`src/rtl/hub75_pkg.sv`:
```
// Shared types and helpers for the HUB75 pixel shifter: FSM states, RAM word
// field slots and frame RAM address packing.
package hub75_pkg;

  typedef enum logic {
    IDLE  = 1'b0,
    SHIFT = 1'b1
  } state_e;

  // RAM word field slots; a field's LSB sits at slot*DATA_WIDTH (top_r in the LSBs)
  localparam int unsigned TOP_R = 0;
  localparam int unsigned TOP_G = 1;
  localparam int unsigned TOP_B = 2;
  localparam int unsigned BOT_R = 3;
  localparam int unsigned BOT_G = 4;
  localparam int unsigned BOT_B = 5;
  localparam int unsigned NUM_FIELDS = 6;

  // {buf, row, col} frame RAM address, returned right-aligned in 32 bits
  function automatic int unsigned pack_addr(input logic        buf_sel,
                                            input int unsigned row,
                                            input int unsigned col,
                                            input int unsigned row_bits,
                                            input int unsigned col_bits);
    return (32'(buf_sel) << (row_bits + col_bits)) | (row << col_bits) | col;
  endfunction

endpackage

```
`src/rtl/hub75_pixel_shifter_plane_select.sv`:
```
// Extracts one BCM bit-plane column (top and bottom {B,G,R}) from a frame RAM
// word; planes outside the channel width read as black.
module hub75_pixel_shifter_plane_select
  import hub75_pkg::*;
#(
  parameter int unsigned DATA_WIDTH = 8
) (
  input  logic [NUM_FIELDS*DATA_WIDTH-1:0] word_i,
  input  logic [DATA_WIDTH-1:0]            bit_i,
  output logic [2:0]                       rgb_top_c_o,
  output logic [2:0]                       rgb_bot_c_o
);

  logic in_range;

  function automatic logic pick(input logic [NUM_FIELDS*DATA_WIDTH-1:0] w,
                                input int unsigned                      slot,
                                input logic [DATA_WIDTH-1:0]            b);
    return 1'((w >> (slot * DATA_WIDTH)) >> b);
  endfunction

  assign in_range = (32'(bit_i) < DATA_WIDTH);

  always_comb begin
    rgb_top_c_o = 3'b000;
    rgb_bot_c_o = 3'b000;
    if (in_range) begin
      rgb_top_c_o = {pick(word_i, TOP_B, bit_i), pick(word_i, TOP_G, bit_i),
                     pick(word_i, TOP_R, bit_i)};
      rgb_bot_c_o = {pick(word_i, BOT_B, bit_i), pick(word_i, BOT_G, bit_i),
                     pick(word_i, BOT_R, bit_i)};
    end
  end

endmodule

```
`src/rtl/hub75_pixel_shifter.sv`:
```
// HUB75 data-side responder: fetches a row pair per line load, presents one
// bit-plane column per sr_enable cycle and owns front/back buffer swapping.
module hub75_pixel_shifter
  import hub75_pkg::*;
#(
  parameter int unsigned MATRIX_WIDTH    = 64,
  parameter int unsigned MATRIX_HEIGHT   = 32,
  parameter int unsigned DATA_WIDTH      = 8,
  parameter int unsigned SCAN_VAL_LENGTH = 5,
  parameter int unsigned ROW_BITS        = 4,
  parameter int unsigned COL_BITS        = 6,
  parameter int unsigned ADDR_WIDTH      = 1 + ROW_BITS + COL_BITS
) (
  input  logic                             clk,
  input  logic                             n_rst,
  input  logic [SCAN_VAL_LENGTH-1:0]       scan_val_i,
  input  logic [DATA_WIDTH-1:0]            current_bcm_bit_i,
  input  logic                             latch_pts_i,
  input  logic                             sr_enable_i,
  output logic                             shift_reg_empty_o,
  output logic [2:0]                       rgb_top_o,
  output logic [2:0]                       rgb_bot_o,
  output logic [ADDR_WIDTH-1:0]            mem_addr_o,
  input  logic [NUM_FIELDS*DATA_WIDTH-1:0] mem_rdata_i,
  input  logic                             swap_req_i,
  output logic                             swap_ack_o,
  output logic                             sync_err_o
);

  localparam int unsigned LAST_COL = MATRIX_WIDTH - 1;
  localparam int unsigned COL_W1   = COL_BITS + 1;

  state_e                state_q;
  logic [COL_BITS-1:0]   col_q;
  logic                  buf_sel_q;
  logic [ROW_BITS-1:0]   row_q;
  logic [DATA_WIDTH-1:0] bit_q;
  logic                  swap_ack_q;
  logic                  sync_err_q;

  logic [ROW_BITS-1:0]   scan_row;
  logic                  col_last;
  logic                  swap_now;
  logic [COL_BITS:0]     col_inc_d;
  logic [COL_BITS-1:0]   col_adv;
  logic                  addr_buf;
  logic [ROW_BITS-1:0]   addr_row;
  logic [COL_BITS-1:0]   addr_col;
  logic [2:0]            sel_top;
  logic [2:0]            sel_bot;

  assign scan_row = scan_val_i[ROW_BITS-1:0];

  generate
    if (SCAN_VAL_LENGTH > ROW_BITS) begin : g_scan_hi
      logic scan_hi_unused;
      assign scan_hi_unused = ^scan_val_i[SCAN_VAL_LENGTH-1:ROW_BITS];
    end
  endgenerate

  // A frame starts at row pair 0, plane 0; only then may the buffers flip.
  assign swap_now = (state_q == IDLE) && latch_pts_i && swap_req_i &&
                    (scan_row == '0) && (current_bcm_bit_i == '0);

  assign col_last  = (col_q == COL_BITS'(LAST_COL));
  assign col_inc_d = {1'b0, col_q} + COL_W1'(1);
  assign col_adv   = col_inc_d[COL_BITS] ? '0 : col_inc_d[COL_BITS-1:0];

  // Prefetch: the address leads col by one whenever the column will advance.
  always_comb begin
    addr_buf = buf_sel_q;
    addr_row = row_q;
    addr_col = col_q;
    if (state_q == IDLE) begin
      addr_buf = buf_sel_q ^ swap_now;
      addr_row = scan_row;
      addr_col = '0;
    end else if (latch_pts_i) begin
      addr_row = scan_row;
      addr_col = '0;
    end else if (sr_enable_i) begin
      addr_col = col_adv;
    end
  end

  assign mem_addr_o = ADDR_WIDTH'(pack_addr(addr_buf, 32'(addr_row), 32'(addr_col),
                                            ROW_BITS, COL_BITS));

  hub75_pixel_shifter_plane_select #(
    .DATA_WIDTH (DATA_WIDTH)
  ) u_plane_select (
    .word_i      (mem_rdata_i),
    .bit_i       (bit_q),
    .rgb_top_c_o (sel_top),
    .rgb_bot_c_o (sel_bot)
  );

  assign rgb_top_o         = (state_q == SHIFT) ? sel_top : 3'b000;
  assign rgb_bot_o         = (state_q == SHIFT) ? sel_bot : 3'b000;
  assign shift_reg_empty_o = (state_q == IDLE) || col_last;
  assign swap_ack_o        = swap_ack_q;
  assign sync_err_o        = sync_err_q;

  // Line FSM, column counter, buffer select and status flags.
  always_ff @(posedge clk or negedge n_rst) begin
    if (!n_rst) begin
      state_q    <= IDLE;
      col_q      <= '0;
      buf_sel_q  <= 1'b0;
      row_q      <= '0;
      bit_q      <= '0;
      swap_ack_q <= 1'b0;
      sync_err_q <= 1'b0;
    end else begin
      swap_ack_q <= swap_now;
      case (state_q)
        IDLE: begin
          if (latch_pts_i) begin
            row_q   <= scan_row;
            bit_q   <= current_bcm_bit_i;
            col_q   <= '0;
            state_q <= SHIFT;
            if (swap_now) buf_sel_q <= ~buf_sel_q;
          end
        end
        SHIFT: begin
          if (latch_pts_i) begin
            sync_err_q <= 1'b1;
            row_q      <= scan_row;
            bit_q      <= current_bcm_bit_i;
            col_q      <= '0;
          end else if (sr_enable_i) begin
            if (col_last) begin
              col_q   <= '0;
              state_q <= IDLE;
            end else begin
              col_q <= col_inc_d[COL_BITS-1:0];
            end
          end
        end
        default: state_q <= IDLE;
      endcase
    end
  end

endmodule

```
`config.mk`:
```
export PLATFORM = sky130hd
export DESIGN_NAME = hub75_pixel_shifter
export DESIGN_NICKNAME = d
export VERILOG_FILES = /design/src/rtl/hub75_pkg.sv /design/src/rtl/hub75_pixel_shifter_plane_select.sv /design/src/rtl/hub75_pixel_shifter.sv
export SDC_FILE = /design/constraint.sdc
export NUM_CORES = 1
export LEC_CHECK = 0
export ABC_AREA = 1
export CAP_MARGIN = 20
export CORE_MARGIN = 2
export CORE_UTILIZATION = 45
export DETAILED_ROUTE_END_ITERATION = 6
export DONT_BUFFER_PORTS = 1
export PLACE_DENSITY = 0.61
export SKIP_LAST_GASP = 1
export SYNTH_ARGS = -nofsm -noshare
export SYNTH_HDL_FRONTEND = slang
export SYNTH_SLANG_ARGS = --single-unit
```
`constraint.sdc`:
```
create_clock -name clk -period 1.17 [get_ports clk]
set_input_delay 0.117 -clock clk [delete_from_list [all_inputs] [get_ports clk]]
set_output_delay 0.117 -clock clk [all_outputs]
set_load 0.005 [all_outputs]
```
-- After elaboration in Yosys (flattened, before gate mapping)
Index checks and enable logic that the tools add are counted.
- $add $sub $neg: 1
- equality and inequality tests: 3
- multiply operators: 0
- shift operators: 6
- multiplexer cells: 22
- bitwise gates (word level): 5
- order comparisons: 1
- reduce and logical (&&, ||, !) cells: 10
- divide/modulo/power cells: 0
- operators with widths (cell ; count):
    6-bit 2-to-1 mux ; 8
    48-bit by 8-bit >> shifter with 1-bit output ; 1
    40-bit by 8-bit >> shifter with 1-bit output ; 1
    32-bit by 8-bit >> shifter with 1-bit output ; 1
    24-bit by 8-bit >> shifter with 1-bit output ; 1
    16-bit by 8-bit >> shifter with 1-bit output ; 1
    3-bit 2-to-1 mux ; 4
    6-bit case mux with 2 select lines ; 1
    11-bit by 10-bit OR with 11-bit output ; 1
    11-bit by 6-bit OR with 11-bit output ; 1
    8-bit zero test ; 1
    8-bit by 4-bit less-than comparator with 1-bit output, second input constant ; 1
    4-bit 2-to-1 mux ; 2
    8-bit 2-to-1 mux ; 1
    8-bit by 8-bit >> shifter with 1-bit output ; 1
    6-bit by 1-bit adder with 7-bit output, second input constant ; 1
    6-bit equality test, second input constant ; 1
    1-bit 2-to-1 mux ; 5
    1-bit logical AND ; 4
    4-bit zero test ; 1
    2-bit AND reduction ; 2
    3-bit != test, second input constant ; 1
    3-bit AND reduction ; 1
    2-bit != test, second input constant ; 1
    4 further kinds ; 5
- bits in read-only memories: 0
- memories: 0
- output and inout bits: 20
- register bits after elaboration: 22
- memory bits (writable): 0
- latch bits: 0

-- Depth between registers and ports, before layout
Gate-level depths: netlist of run 1.
- depth after elaboration: 9
- mapped depth: 9
- mapped depth without buffers: 8

-- Hierarchy
A second synthesis of run 1 with hierarchy kept.
- cell total of the unflattened synthesis: 299
- area total of the unflattened synthesis: 1838.0 µm²
- by module, submodules not included (module ; cells an instance ; instances ; area an instance (µm²)):
    hub75_pixel_shifter ; 175 ; 1 ; 1246.2
    hub75_pixel_shifter_plane_select ; 124 ; 1 ; 591.8

-- Worst setup path after synthesis of run 1
No wires, ideal clock.
- kind: register to output
- start point: register bit_q[0]
- end point: output port rgb_bot_o[1]
- cell stages (with the launch flop): 8
- slack: -109 ps
- data required time: 1053 ps
- arrival time: 1162 ps
- cells stage by stage: dfrtp_1 buf_2 inv_1 buf_2 o21ai_0 o221ai_1 nand2_1 nor2_1
- cells in the longest elaborated chain, start to end: 3
- ends and longest elaborated chain (what ; line ; RTL):
    start: declaration ; hub75_pixel_shifter.sv:37 ; logic [DATA_WIDTH-1:0] bit_q;
    start signal: assignment ; hub75_pixel_shifter.sv:120 ; bit_q <= current_bcm_bit_i;
    start signal: assignment ; hub75_pixel_shifter.sv:130 ; bit_q <= current_bcm_bit_i;
    8-bit by 4-bit less-than comparator with 1-bit output / 16-bit by 8-bit >> shifter with 1-bit output (equally long branches) ; hub75_pixel_shifter_plane_select.sv:22, hub75_pixel_shifter_plane_select.sv:19 ;
    3-bit 2-to-1 mux * ; hub75_pixel_shifter_plane_select.sv:27 ; if (in_range) begin
    3-bit 2-to-1 mux * ; hub75_pixel_shifter.sv:99 ; assign rgb_bot_o = (state_q == SHIFT) ? sel_bot : 3'b000;
    end: declaration ; hub75_pixel_shifter.sv:22 ; output logic [2:0] rgb_bot_o,
Every way passes the cells marked *; elsewhere a longest branch is shown, timed or not.

-- Worst setup path after layout of run 1
- start point: register state_q
- end point: output port mem_addr_o[3]
- cells in the longest elaborated chain, start to end: 2
- ends and longest elaborated chain (what ; line ; RTL):
    start: declaration ; hub75_pixel_shifter.sv:33 ; state_e state_q;
    start signal: assignment ; hub75_pixel_shifter.sv:107 ; state_q <= IDLE;
    start signal: assignment ; hub75_pixel_shifter.sv:122 ; state_q <= SHIFT;
    start signal: assignment ; hub75_pixel_shifter.sv:135 ; state_q <= IDLE;
    6-bit 2-to-1 mux ; hub75_pixel_shifter.sv:74 ; if (state_q == IDLE) begin
    11-bit by 6-bit OR with 11-bit output ; hub75_pkg.sv:25 ; return (32'(buf_sel) << (row_bits + col_bits)) | (row << col_bits) | col;
    end: declaration ; hub75_pixel_shifter.sv:23 ; output logic [ADDR_WIDTH-1:0] mem_addr_o,
Every way passes these cells.

==> results of run 1 <==
==> cell usage in the layout, fill, tap and decap left out, types with 3 or more instances in the layout <==
cell and n:
nand3_2 3, o221ai_1 4, nor2_4 4, o21ai_0 25
o21ai_1 9, inv_1 22, nand4_1 4, o21ai_2 8
buf_4 22, inv_2 6, dfrtp_1 21, nand2_2 5
nand2_4 3, dlygate4sd3_1 13, nor4_1 3, nor2_1 40
nand3_1 13, clkbuf_4 3, nand2_1 37, buf_6 7
or2_2 3
==> flip-flops by register name (all words and copies together) (netlist names) <==
| signal | count |
|---|---|
| state_q | 1 |
| row_q | 4 |
| col_q | 6 |
| bit_q | 8 |
| swap_ack_o | 1 |
| buf_sel_q | 1 |
| sync_err_o | 1 |
==> power breakdown <==
part / switching [mW] / leakage (nW) / internal (mW)
registers: 0.0397 / 0.272 / 0.804
logic: 0.338 / 0.761 / 0.278
clock network: 0.237 / 0.0210 / 0.191
total: 0.615 / 1.05 / 1.27
==> path summary, 6_finish.rpt <==
kind | from | to | depth (start not counted)
min | scan_val_i[2] | swap_ack_o | 3
max in group asynchronous | n_rst | bit_q[0] | 2
min reg2reg | bit_q[4] | bit_q[4] | 2
min in group asynchronous | n_rst | col_q[0] | 1
max | state_q | mem_addr_o[3] | 8
max reg2reg | col_q[0] | state_q | 5
==> worst register-to-register path: stages, from the launching register on <==
cell and delay (ns):
dfrtp_1 0.41, ha_4 0.16, nand4_1 0.16, buf_4 0.21
o21ai_4 0.16, o211ai_1 0.12
==> per-layer routing <==
metal | wire length, um | global-route usage, %
met5 | 0 | 0
met4 | 164 | 6.793
met3 | 452 | 5.536
met2 | 2567 | 42.37
met1 | 1989 | 26.19
==> what timing repair did <==
| item | CTS | global route |
|---|---|---|
| pin swaps | 11 | 16 |
| resized for setup | 24 | 54 |
| endpoints found under the setup margin | 23 | 26 |
| cloned | 0 | 0 |
| hold buffers | 14 | 0 |
| setup buffers | 10 | 7 |
| hold endpoints to repair | 34 | 0 |
==> kinds of logic after synthesis <==
kind of cell / after synthesis / share of synthesized area [%]
DFF: 22 / 34.48
AOI/OAI and AO/OA: 57 / 19.59
xor gates and xnor gates: 3 / 1.646
adders and majority gates: 1 / 0.7836
and+or+nand+nor: 122 / 33.54
buffers and inverters: 39 / 9.952
==> area by class of cell <==
class | count | area [sq um] | area share (%)
Multi-Input combinational cell | 183 | 1087 | 47.20
Sequential cell | 22 | 551.8 | 23.95
Timing Repair Buffer | 47 | 456.7 | 19.83
Inverter | 29 | 113.9 | 4.943
Tap cell | 46 | 57.56 | 2.499
Clock buffer | 4 | 36.28 | 1.575
==> stage by stage <==
stage | total power [mW] | TNS, ns | hold WS [ns] | cell area [sq um]
2_1_floorplan | 1.173 | -0.1206 | -0.1786 | 1633
3_3_place_gp | 1.292 | -1.174 | -0.1781 | 1813
3_5_place_dp | 1.301 | -1.464 | -0.1782 | 1813
4_1_cts | 1.819 | -6.553 | 0.01204 | 2115
5_1_grt | 2.003 | -9.466 | 0.02529 | 2303
6_report | 1.887 | -7.359 | 0.001443 | 2303
==> out/qor.yml, run 1 <==
routing:
  drc: 0
  first_pass_iters: 4
  postRouteAntennaNets: 0
  wl_mm: 5.173
  drtIter0Drc: 105
  detail_route.wl_per_cell_um: 15.63
  vias: 1843
  vias_per_cell: 5.568
clock_tree:
  cts_buffers: 3
  cts_tree: "done"
  clock_path_buffers: 2
  clock-sinks: 22
  clk_latency_ns: 0.32
  clock-root-buffer: "clkbuf_4"
  htreeDepth: 1
  clk_pin_slew_ns: 0.12
place:
  gp_congestion: 0.7918
  dpl.cell_count: 303
  place_ws_ns: -0.1366
  hpwl_mm: 3.375
  portBuffers: 0
floorplan:
  die_h_um: 63.57
  io-pin-count: 86
  start_util_pct: 47.47
  core_sq_um: 3363
  die_w_um: 63.57
  rows: 21
  die_area_sq_um: 4041
timing:
  maxSlewHeadroom_pct: 69.75
  fmax_mhz: 603.2
  fin_ws_ns: -0.4878
  min_period_ns: 1.658
  setup_violations: 23
  skew_ns: 0.0006228
  hold_viol_final: 0
  worst_slew_pin_slew_ns: 0.4522
  rsz0062_at_grt: "true"
  period_share_pct: 141.7
  finalMaxSlewViolations: 0
flow_run:
  cap_violations: 0
logic_synthesis:
  async_flop_share_pct: 100.0
  synth_edf_count: 0
  seq_area_frac_synth_pct: 34.48
  synth_flop_cell: "dfrtp_1"
  yosysMostFrequentCell: "nand2_1"
  yosysWarnings: 0
  synth_top_cell_by_area: "dfrtp_1"
  synth_cells: 244
  ys_ff_latch: 22
  yosysUniqueCellTypes: 27
  syn_area_per_cell_sq_um: 6.543
  synth_nets: 311
  synth_top_cell_area_share_pct: 34.48
  syn-cell-area_sq_um: 1597
  synth_common_cells: "nand2_1, o21ai_0, nor2_1"
  synthTopCellsByArea: "dfrtp_1, o21ai_0, nand2_1"
final_layout:
  fin_util_pct: 68.49
  syn2layout_area_growth_pct: 44.28
  final_cells: 331
  fillCellCount: 283
  antenna_cells: 0
  layout-drive-gt1-share_pct: 29.82
  nNetsFinal: 353
setup_path:
  slowest_stage: "dfrtp_1"
  crit_path_end_kind: "output port"
  max_stage_delay_ns: 0.40
  critPathRequiredTime_ns: 1.05
  path_max_fanout: 3
  reg2reg_slack_ns: -0.16
  crit_path_start_kind: "register"
  cp_data_arrival_time_ns: 1.54
  critPathKind: "register to output port"
  critical_path.cell_chain: "inv_2, nor2_4, inv_2, nor2_4, inv_2, nor2_4, nand3_2, o21ai_1"
  critPathTopFamily: "simple AND/OR/NAND/NOR gates"
  cp_num_buf_inv: 3
global_route:
  grt_pass1_vias: 1752
  grt.total_usage_pct: 23.05
  grt_pass1_wl_mm: 7.534
  overflow: 0
  grt_max_degree: 23
  antenna_found_initial: 0
outcome:
  violations: "negative setup slack"
  status: "complete, but fails checks"
pwr:
  p_leak_nw: 1.053
  ir_drop_mv: 0.5672
  power_density_nw_per_um2: 819.0
worst_hold_path:
  hold_path.class: "input pin to register"
Power figures use the tool's default switching activity.
==> run 2, diff against run 1 <==
- PLACE_DENSITY: 0.61 -> 0.59
- clock period: 1.17 -> 1.65 ns (I/O delays scaled with it)
==> run 2 against run 1 <==
Against the previous run: the run still ends with negative setup slack left; die area unchanged; clock skew increased by 0.0042 ns; register-to-register slack improved by 0.44 ns; critical endpoint is now rgb_top_o[2].
==> out/qor.yml, run 2 (synthesis gave the netlist of run 1 again) <==
floorplan:
  io-pin-count: 86
  rows: 21
  die_area_sq_um: 4041
  die_h_um: 63.57
  start_util_pct: 47.47
  die_w_um: 63.57
  core_sq_um: 3363
place:
  portBuffers: 0
  gp_congestion: 0.8132
  hpwl_mm: 2.987
setup_path:
  crit_path_start_kind: "register"
  crit_path_end_kind: "output port"
  r2r-start: "bit_q[0]"
  cp_num_buf_inv: 2
  reg2reg_depth: 4
  cp_data_arrival_time_ns: 1.57
  critPathRequiredTime_ns: 1.48
  reg2reg_slack_ns: 0.28
  slowest_stage: "dfrtp_1"
  max_stage_delay_ns: 0.43
  critPathTopFamily: "simple AND/OR/NAND/NOR gates"
  path_max_fanout: 24
  critPathKind: "register to output port"
  critical_path.cell_chain: "inv_2, buf_12, or2_2, nand2_1, nand3_2, nand4_1, a21oi_2"
  crit_path_start: "bit_q[0]"
  reg2reg_to: "bit_q[0]"
timing:
  hold_ws_ns: 0.008868
  maxSlewHeadroom_pct: 34.60
  hold_viol_final: 0
  timing.setup.tns_ns: -0.2811
  min_period_ns: 1.738
  period_share_pct: 105.3
  worst_slew_pin_slew_ns: 0.9777
  rsz0062_at_grt: "true"
  setup_violations: 6
  fmax_mhz: 575.3
  finalMaxSlewViolations: 0
  skew_ns: 0.004807
  fin_ws_ns: -0.08815
pwr:
  power_density_nw_per_um2: 624.6
  p_leak_nw: 0.8934
  ir_drop_mv: 0.4647
clock_tree:
  clk_latency_ns: 0.30
  clock_path_buffers: 2
  clk_pin_slew_ns: 0.13
  cts_tree: "done"
  htreeDepth: 1
  clock-sinks: 22
  cts_buffers: 3
  clock-root-buffer: "clkbuf_4"
worst_hold_path:
  hold_start: "latch_pts_i"
  whs_path_depth: 2
  min_to: "row_q[1]"
  hold_path.class: "input pin to register"
routing:
  wl_mm: 4.364
  vias_per_cell: 5.360
  vias: 1667
  postRouteAntennaNets: 0
  drtIter0Drc: 79
  drc: 0
  detail_route.wl_per_cell_um: 14.03
  first_pass_iters: 4
global_route:
  overflow: 0
  grt.total_usage_pct: 21.06
  grt_pass1_vias: 1576
  antenna_found_initial: 0
  grt_max_degree: 25
  grt_pass1_wl_mm: 6.913
final_layout:
  layout-drive-gt1-share_pct: 19.62
  nNetsFinal: 333
  largestRegisters: "bit_q (8), col_q (6), row_q (4)"
  largest_reg_flops: 8
  syn2layout_area_growth_pct: 25.31
  final_cell_mix: "nand2_1, nor2_1, o21ai_0"
  antenna_cells: 0
  top_register: "bit_q"
  final_common_cell: "nand2_1"
flow_run:
  cap_violations: 0
outcome:
  status: "complete, but fails checks"
  violations: "negative setup slack"
[run 2: metal layers]
metal | part of all wire, % | GRT usage [%] | wire length, um | up-vias
met4 | 1.6 | 10.05 | 71 | 0
met1 | 42 | 25.20 | 1826 | 746
met3 | 7.3 | 4.643 | 320 | 11
li1 | - | - | - | 850
met2 | 49 | 35.66 | 2145 | 60
met5 | 0 | 0 | 0 | -
[run 2: worst max-delay path by stage]
stage / slack [ns] / to / cells after the start
floorplan: 0.32 / rgb_bot_o[1] / 7
global placement: 0.18 / mem_addr_o[3] / 8
detailed placement: 0.12 / mem_addr_o[3] / 8
CTS: -0.03 / rgb_top_o[0] / 8
global route: -0.19 / rgb_top_o[2] / 7
finish: -0.09 / rgb_top_o[2] / 7
[run 2: worst reg2reg max path, delay by kind of cell, from the launching register on]
family	cells	cell delay, ns
flip-flops	1	0.43
AO/OA/AOI/OAI	1	0.12
buffers and inverters	3	0.76
[run 2: report_power, final]
part,internal [mW],switching (mW)
logic,0.150,0.210
registers,0.569,0.0218
clock network,0.135,0.164
[run 2: timing repair]
item	4_1_cts	5_1_grt
hold endpoints to repair	33	0
hold buffers	13	0
pin swaps	3	4
buffers inserted	7	2
endpoints found under the setup margin	13	14
gates resized for setup	13	28
[run 2: layout make-up]
cell class | count | area [sq um]
clock buffer | 4 | 36.28
fill | 347 | 1363
inverter | 29 | 108.9
multi-input combinational | 183 | 987.2
sequential | 22 | 550.5
tap | 46 | 57.56
timing repair buffer | 27 | 260.3
[run 2: metrics by stage]
stage | setup WS [ns] | area [sq um] | power [mW] | utilization (%) | cells
floorplan | 0.3232 | 1597 | 0.8142 | - | 244
detailed placement | 0.1236 | 1642 | 0.8652 | 48.81 | 285
finish | -0.08815 | 2001 | 1.250 | 59.49 | 311
global route | -0.1917 | 2001 | 1.334 | 59.49 | 311
global placement | 0.1784 | 1642 | 0.8563 | 48.81 | 285
CTS | -0.03312 | 1894 | 1.224 | 56.32 | 309
